**config.mk**
```make
export PLATFORM = sky130hd
export DESIGN_NAME = snd_mix
export DESIGN_NICKNAME = d
export VERILOG_FILES = /design/src/rtl/snd_mix.sv
export SDC_FILE = /design/constraint.sdc
export NUM_CORES = 1
export LEC_CHECK = 0
export CORE_ASPECT_RATIO = 0.8
export CORE_MARGIN = 10
export CORE_UTILIZATION = 51
export CTS_BUF_LIST = sky130_fd_sc_hd__clkbuf_4 sky130_fd_sc_hd__clkbuf_8
export CTS_CLUSTER_DIAMETER = 40
export CTS_CLUSTER_SIZE = 16
export DETAILED_ROUTE_END_ITERATION = 10
export PLACE_DENSITY_LB_ADDON = 0.05
export REMOVE_ABC_BUFFERS = 1
export SLEW_MARGIN = 20
export SYNTH_ARGS = -nofsm -noshare
export SYNTH_HDL_FRONTEND = slang
export SYNTH_SLANG_ARGS = --single-unit
```
**constraint.sdc**
```tcl
create_clock -name clk -period 4.6 [get_ports clk]
set_clock_uncertainty 0.05 [all_clocks]
set_input_delay 1.15 -clock clk [delete_from_list [all_inputs] [get_ports clk]]
set_output_delay 1.15 -clock clk [all_outputs]
set_load 0.05 [all_outputs]
```
**src/rtl/snd_mix.sv**
```systemverilog
// snd_mix: time-multiplexed expansion-audio mixer feeding the delta-sigma DAC.
// Once per M2 rising edge the channel samples and gains are snapshotted, then
// multiplied and accumulated one channel per clk, and the saturated 16-bit
// level is published on snd together with a one-clock snd_stb pulse.
module snd_mix #(
    parameter int CHANNELS = 4,
    parameter int CH_W     = 12
) (
    input  logic                     clk,
    input  logic                     rst,
    input  logic                     m2,
    input  logic [CHANNELS*CH_W-1:0] ch_in,
    input  logic [CHANNELS*4-1:0]    ch_gain,
    input  logic                     mute,
    output logic [15:0]              snd,
    output logic                     snd_stb,
    output logic                     busy,
    output logic [7:0]               drop_cnt
);

    // Accumulator is sized so the sum of all full-scale products cannot wrap.
    localparam int ACC_W  = CH_W + 4 + $clog2(CHANNELS);
    localparam int IDX_W  = (CHANNELS > 1) ? $clog2(CHANNELS) : 1;
    localparam int PROD_W = CH_W + 4;

    typedef enum logic [1:0] {IDLE, SUM, OUT} state_t;

    state_t                           state;
    logic [1:0]                       m2_st;
    logic                             m2_rise;
    logic [CHANNELS-1:0][CH_W-1:0]    samp;
    logic [CHANNELS-1:0][3:0]         gain;
    logic [ACC_W-1:0]                 acc;
    logic [IDX_W-1:0]                 idx;
    logic [PROD_W-1:0]                prod;
    logic [31:0]                      lvl;
    logic                             lvl_sat;

    assign m2_rise = (m2_st == 2'b01);
    assign busy    = (state != IDLE);

    // Product of the channel currently selected by idx.
    assign prod    = PROD_W'(samp[idx]) * PROD_W'(gain[idx]);

    // Gains are in 1/8 units, so drop three fraction bits (floor) and clamp.
    assign lvl     = 32'(acc >> 3);
    assign lvl_sat = |lvl[31:16];

    // Two-flop synchroniser for the asynchronous M2 pin.
    always_ff @(posedge clk) begin
        if (rst) m2_st <= 2'b00;
        else     m2_st <= {m2_st[0], m2};
    end

    // Mix sequencer: snapshot on an M2 edge, serial multiply-accumulate, publish.
    always_ff @(posedge clk) begin
        if (rst) begin
            state    <= IDLE;
            samp     <= '0;
            gain     <= '0;
            acc      <= '0;
            idx      <= '0;
            snd      <= 16'd0;
            snd_stb  <= 1'b0;
            drop_cnt <= 8'd0;
        end else begin
            snd_stb <= 1'b0;
            // Edges arriving mid-mix are not queued, only counted.
            if (m2_rise && state != IDLE && drop_cnt != 8'hFF)
                drop_cnt <= drop_cnt + 8'd1;
            case (state)
                IDLE: begin
                    if (m2_rise) begin
                        samp  <= ch_in;
                        gain  <= ch_gain;
                        acc   <= '0;
                        idx   <= '0;
                        state <= SUM;
                    end
                end
                SUM: begin
                    acc <= acc + ACC_W'(prod);
                    if (idx == IDX_W'(CHANNELS - 1)) state <= OUT;
                    else                             idx   <= idx + 1'b1;
                end
                OUT: begin
                    // mute is looked at only here, so a mid-mix assert still zeroes it.
                    if (mute)         snd <= 16'd0;
                    else if (lvl_sat) snd <= 16'hFFFF;
                    else              snd <= lvl[15:0];
                    snd_stb <= 1'b1;
                    state   <= IDLE;
                end
                default: state <= IDLE;
            endcase
        end
    end

endmodule

```
==> results of run 1 <==
synth_stat cells, drive strengths merged, types with 2 or more instances:
library cell  instances  area (sq um)
o21bai                4          30.0
inv                  64           240
a31oi                 3          18.8
mux4                 16           360
and2                 49           307
xor2                 13           114
nand3                 7          35.0
xnor2                 8          70.1
a21oi                84           424
buf                  14          70.1
fa                   33           661
a22o                 23           201
nor3b                 2          15.0
a22oi                 5          37.5
o31ai                 3          27.5
nand2               151           567
clkbuf               29           109
dfxtp               112          2240
nand4                 3          18.8
ha                   28           350
nor2b                 6          37.5
o21ai                 9          52.6
a21boi                2          15.0
nor3                  2          10.0
nor2                 26          97.6
and3                  3          18.8
worst paths after layout:
| kind | start | endpoint | slack (ps) |
|---|---|---|---|
| worst min-delay path | samp[19] | samp[19] | 410 |
| worst max register to register | idx[0] | acc[17] | -6 |
| worst max-delay path | idx[0] | acc[17] | -6 |
| worst min register to register | samp[19] | samp[19] | 410 |
registers in the layout (all words and copies together) (netlist names):
name,count
samp,48
acc,18
gain,16
snd,15
drop_cnt,8
idx,2
m2_st,2
state,2
snd_stb,1
power by group:
part           switching [mW]  internal, mW
Sequential             0.0197         0.999
Clock                   0.358         0.224
Combinational           0.132         0.137
cell type report:
| type | instances | area share |
|---|---|---|
| multi-input cells | 495 | 0.484 |
| clock inverters | 6 | 0.00733 |
| flip-flops and latches | 112 | 0.274 |
| clock buffers | 10 | 0.0168 |
| inverters | 64 | 0.0293 |
| well taps | 152 | 0.0232 |
| repair buffers | 137 | 0.165 |
layer usage:
metal	up-vias	track usage	share of wire
met5	-	0	0
met4	0	0.0427	0.0098
met3	13	0.0524	0.056
met1	2521	0.230	0.44
met2	99	0.300	0.49
li1	2557	-	-
per-stage QoR:
step,setup slack [ps],power (mW),setup TNS (ps),utilization,cells
floorplan,-563,1.15,-3290,-,668
global placement,-61.3,1.26,-65.8,0.615,940
detailed placement,-135,1.27,-482,0.615,940
CTS,0.167,1.89,0,0.669,975
global route,-138,1.95,-458,0.679,976
finish,-5.93,1.87,-5.93,0.679,976
cell families (layout without fill, tap and decap cells):
kind of cell,Yosys count,after routing
DFF,112,112
muxes,18,21
buffers and inverters,107,217
AOI/OAI and AO/OA,140,140
xor gates and xnor gates,21,21
and+or+nand+nor,251,251
other,1,1
adders and majority gates,61,61
tightest hold or removal path, cell delays in order, from the launching register on:
cell and delay [ps]:
dfxtp_1 330, nand2_1 50, a21oi_1 50
layout by cell type, fill, tap and decap left out, types with 8 or more instances in the layout:
cell type        synthesis  layout
nand2_1                151     148
dfxtp_1                112     111
clkdlybuf4s50_1          0      91
a21oi_1                 83      77
inv_1                   64      58
and2_1                  49      33
buf_4                    1      32
fa_1                    33      31
nor2_1                  26      25
a22o_1                  23      23
mux4_2                  16      19
ha_1                    28      18
and2_4                   0      16
xor2_1                  13      13
ha_4                     0      10
clkbuf_8                 0      10
xnor2_1                  8       8
buf_6                    0       8
repair_timing:
item                       4_1_cts  5_1_grt
resized for setup               48       33
pin swaps                       36       26
cloned                           5        0
buffers inserted                14        5
setup endpoints to repair        9       11
==> qor.csv, run 1 <==
stage;metric;value;unit
status;status;complete, but fails checks;
placed_design;dpl hpwl;11000;microns
sta;RSZ-0062 raised after global routing;true;
drt;ANT nets after route;0;
sta;hold_ws;414;ps
clock_network;CTS max path bufs;2;
synthesis;Cell variety after synth;45;
die;Die Ht;119;microns
power_and_ir_drop;pwr/cell area;228;nW/um^2
drt;Residual DRC;0;
die;Rows;36;
synthesis;Synth Flop Type;dfxtp_1;
grt;largest net degree at the start of global routing;69;
die;Die Width;144;microns
synthesis;Synth async-reset ratio;0;
setup_path;R2R depth;15;
sta;Fin. Hold Viols;0;
sta;Rel. slew slack;0.335;
grt;total track usage;0.182;
drt;1st-iter DRT viols;240;
synthesis;Adder-Cell Fraction of Synth Area;0.162;
drt;WL per Instance;16.0;microns
clock_network;Clock Sinks;112;
synthesis;post-synthesis cell area;6250;sq um
setup_path;Worst Path Required;4830;ps
clock_network;hold_buf cts;0;
finish;# diodes;0;
clock_network;CTS tree;done;
finish;fin nets;948;
die;Core Region;12100;sq um
die;I/O pins;94;
drt;post-DR vias/cell;5.32;
clock_network;Num CTS Buffers;9;
placed_design;PortBufs;92;
synthesis;Mapped Cells;711;
clock_network;Worst-path clk slew;110;ps
sta;maximum clock rate;0.217;GHz
setup_path;Crit path top cell by count;fa_1;
setup_path;Worst path slowest cell;mux4_2;
setup_path;CP cell instances;buf_6 -> buf_12 -> mux4_2 -> and2_4 -> fa_1 -> fa_1 -> inv_1 -> fa_1 -> inv_1 -> ha_4 -> nand2_4 -> or3_4 -> o21ai_4 -> a41oi_2 -> mux2_4;
sta;Final Max Slew Viols;0;
synthesis;synth warn;0;
synthesis;largest family of logic cells by synthesized area;simple AND/OR/NAND/NOR gates;
drt;Post-Route WL;15600;microns
finish;synth-to-layout area growth;31.0;%
setup_path;crit path buf inv count;4;
setup_path;critical path arrival;4840;ps
setup_path;Crit. End Element;register;
power_and_ir_drop;worst vdd ir;0.170;mV
run;max capacitance violation total;0;
synthesis;EDFF count, synth;0;
synthesis;XOR/XNOR Fraction of Synth Area;0.0294;
setup_path;cell depth of the worst setup path;15;
sta;setup ws final;-5.93;ps
placed_design;Placed Area;7420;sq um
finish;register area;2250;sq um
status;failing checks;setup timing;
setup_path;Slowest Stage Delay on Critical Path;580;ps
setup_path;Worst path top cell family by delay;adder cells;
grt;initial antenna violation count;0;
finish;design area;8190;sq um
synthesis;post-synthesis sequential area ratio;0.359;
die;Initial Utilization;0.518;
setup_path;CP Launch Type;register;
finish;area taken by multi-input logic gates;3970;sq um
setup_path;Setup CP Type;register to register;
power_and_ir_drop;leakage dissipation;3.32;nW
grt;grt total ovfl;0;
grt;global-route wire length before repair;25400;microns
grt;vias in the first global route;5355;
placed_design;RD Place Congestion;0.841;
clock_network;Worst-Skew Late Latency;400;ps
sta;Final min period;4610;ps
sta;Setup Viol. Count Final;1;
finish;Fillers;1013;
synthesis;complex-gate fraction of the synthesized area;0.143;
clock_network;CTS H-tree depth;3;
sta;slew of the pin with the lowest slew margin;996;ps
sta;fin crit share;1.00;
drt;drt pass-1 iters;4;
synthesis;Syn Area/Cell;8.79;sq um
finish;share of post-route cells with drive strength above 1;0.174;
min_path;Hold/Removal Path Class;register to register;
die;die area;17100;sq um
setup_path;critical path peak fanout;5;
synthesis;post-synthesis register bit count;112;
min_path;Hold Crit Depth;2;
synthesis;mux share of post-synthesis cell area;0.0610;
drt;Vias;5190;
synthesis;post-synthesis simple-gate area fraction;0.179;
clock_network;root buf cell;clkbuf_8;
(Power assumes the default switching activity.)
==> run 2: changes to the inputs <==
- CORE_UTILIZATION: 51 -> 55
- clock period: 4.6 -> 5.9 ns (I/O delays scaled with it)
==> qor.csv, run 2 (same netlist as run 1, synthesis figures left out) <==
stage;metric;value;unit
status;status;finished, final reports clean;
setup_path;CP Launch Type;register;
power_and_ir_drop;pwr/cell area;198;nW/um^2
placed_design;RD Place Congestion;0.849;
setup_path;Slowest Stage Delay on Critical Path;910;ps
grt;initial antenna violation count;0;
placed_design;PortBufs;92;
sta;Rel. slew slack;0.305;
drt;ANT nets after route;0;
power_and_ir_drop;worst vdd ir;0.129;mV
grt;grt total ovfl;0;
setup_path;critical path peak fanout;18;
drt;WL met2;6260;microns
sta;final setup TNS;0;ps
clock_network;CTS max path bufs;2;
finish;# diodes;0;
setup_path;crit path buf inv count;2;
min_path;Hold/Removal Path Class;register to register;
die;Initial Utilization;0.570;
sta;Setup Viol. Count Final;0;
clock_network;Num CTS Buffers;9;
finish;fin nets;903;
clock_network;Clock Sinks;112;
power_and_ir_drop;leakage dissipation;3.05;nW
finish;Largest Register;samp;
clock_network;CTS tree;done;
die;Die Ht;115;microns
die;Die Width;139;microns
finish;largest registers;samp: 48 flops, acc: 18 flops, gain: 16 flops;
setup_path;Crit. End Element;register;
sta;slew of the pin with the lowest slew margin;1040;ps
drt;WL met1;6290;microns
power_and_ir_drop;register share of total power;0.538;
setup_path;CP cell instances;mux4_2 -> and2_1 -> fa_1 -> fa_1 -> inv_1 -> fa_1 -> inv_1 -> ha_1 -> a21oi_2 -> nor2_1 -> a311oi_4 -> o21ai_2 -> a41oi_2 -> mux2_1;
clock_network;# Post-CTS Setup Buffers;0;
die;I/O pins;94;
setup_path;Crit path top cell by count;fa_1;
die;die area;16100;sq um
drt;Residual DRC;0;
clock_network;root buf cell;clkbuf_8;
clock_network;CTS resizes;0;
setup_path;Worst R2R Setup Slack;680;ps
drt;drt pass-1 iters;6;
setup_path;Worst path top cell family by delay;adder cells;
sta;Final Max Slew Viols;0;
power_and_ir_drop;Final Power;1.47;mW
die;Core Region;11000;sq um
clock_network;CTS H-tree depth;3;
power_and_ir_drop;Net Sw Frac;0.270;
setup_path;critical path arrival;5460;ps
clock_network;hold_buf cts;0;
setup_path;Setup CP Type;register to register;
drt;WL per Instance;14.4;microns
drt;post-DR vias/cell;5.24;
power_and_ir_drop;clock power share;0.347;
setup_path;Worst path slowest cell;dfxtp_1;
drt;highest routed metal layer;met4;
finish;max reg flops;48;
sta;Final min period;5220;ps
drt;1st-iter DRT viols;239;
finish;synth-to-layout area growth;18.9;%
grt;largest net degree at the start of global routing;82;
finish;share of post-route cells with drive strength above 1;0.0578;
setup_path;Worst Path Required;6140;ps
run;max capacitance violation total;0;
sta;RSZ-0062 raised after global routing;false;
finish;most frequent cells in the layout;nand2_1, dfxtp_1, clkdlybuf4s50_1;
die;Rows;34;
sta;maximum clock rate;0.191;GHz
sta;Fin. Hold Viols;0;
placed_design;dpl hpwl;10100;microns
grt;total track usage;0.166;
drt;Post-Route WL;13300;microns
clock_network;Worst-path clk slew;120;ps
grt;global-route wire length before repair;22700;microns
sta;fin crit share;0.885;
grt;vias in the first global route;4912;
power_and_ir_drop;Logic pwr share;0.115;
finish;commonest non-fill, non-tap cell in the layout;nand2_1;
power_and_ir_drop;switching pwr;0.398;mW
clock_network;Worst-Skew Late Latency;390;ps
drt;met3 WL post-DR;608;microns
power_and_ir_drop;Int Pwr;1.07;mW
drt;Vias;4838;
## run 2: cell count changes in the layout (fill, tap and decap cells not counted), moves of 8 or more
cell and delta:
buf_4 -29, and2_1 +15, and2_4 -15, ha_1 +10, ha_4 -10, buf_6 -8
## run 2: final timing paths
kind,start,end,cells past startpoint
setup reg to reg,idx[1],acc[17],14
setup / recovery,idx[1],acc[17],14
hold reg to reg,samp[38],samp[38],2
hold / removal,samp[38],samp[38],2
## run 2: final cells by class
type	instances	area (sq um)
fill	919	3540
sequential	112	2240
multi-input combinational	492	3600
timing repair buffer	95	938
clock inverter	7	103
tap	144	180
clock buffer	9	124
inverter	64	240
## run 2: metal layers
layer	up-vias	track usage
met4	0	0.0472
met5	-	0
met2	96	0.273
li1	2457	-
met3	13	0.0433
met1	2272	0.212
## run 2: per-stage QoR
step	hold slack, ps	cell area (sq um)	worst slack [ps]	std cells	utilization
4_1_cts	411	7430	639	923	0.677
3_5_place_dp	394	7200	653	907	0.656
5_1_grt	431	7430	367	923	0.677
3_3_place_gp	390	7200	830	907	0.656
2_1_floorplan	377	6070	737	668	-
6_report	409	7430	677	923	0.677
## run 2: worst register-to-register path: stages (launching register included)
cell,delay [ps]
dfxtp_1,910
mux4_2,550
and2_1,210
fa_1,510
fa_1,540
inv_1,50
fa_1,490
inv_1,40
ha_1,370
a21oi_2,190
nor2_1,80
a311oi_4,410
o21ai_2,150
a41oi_2,230
mux2_1,330
## run 2: power groups by stage
stage | Combinational, mW | Clock [mW] | Sequential (mW)
after global placement | 0.166 | 0 | 0.808
final | 0.170 | 0.511 | 0.792
after floorplan | 0.0853 | 0 | 0.809
after detailed placement | 0.170 | 0 | 0.809
after CTS | 0.171 | 0.523 | 0.792
after global routing | 0.188 | 0.550 | 0.795
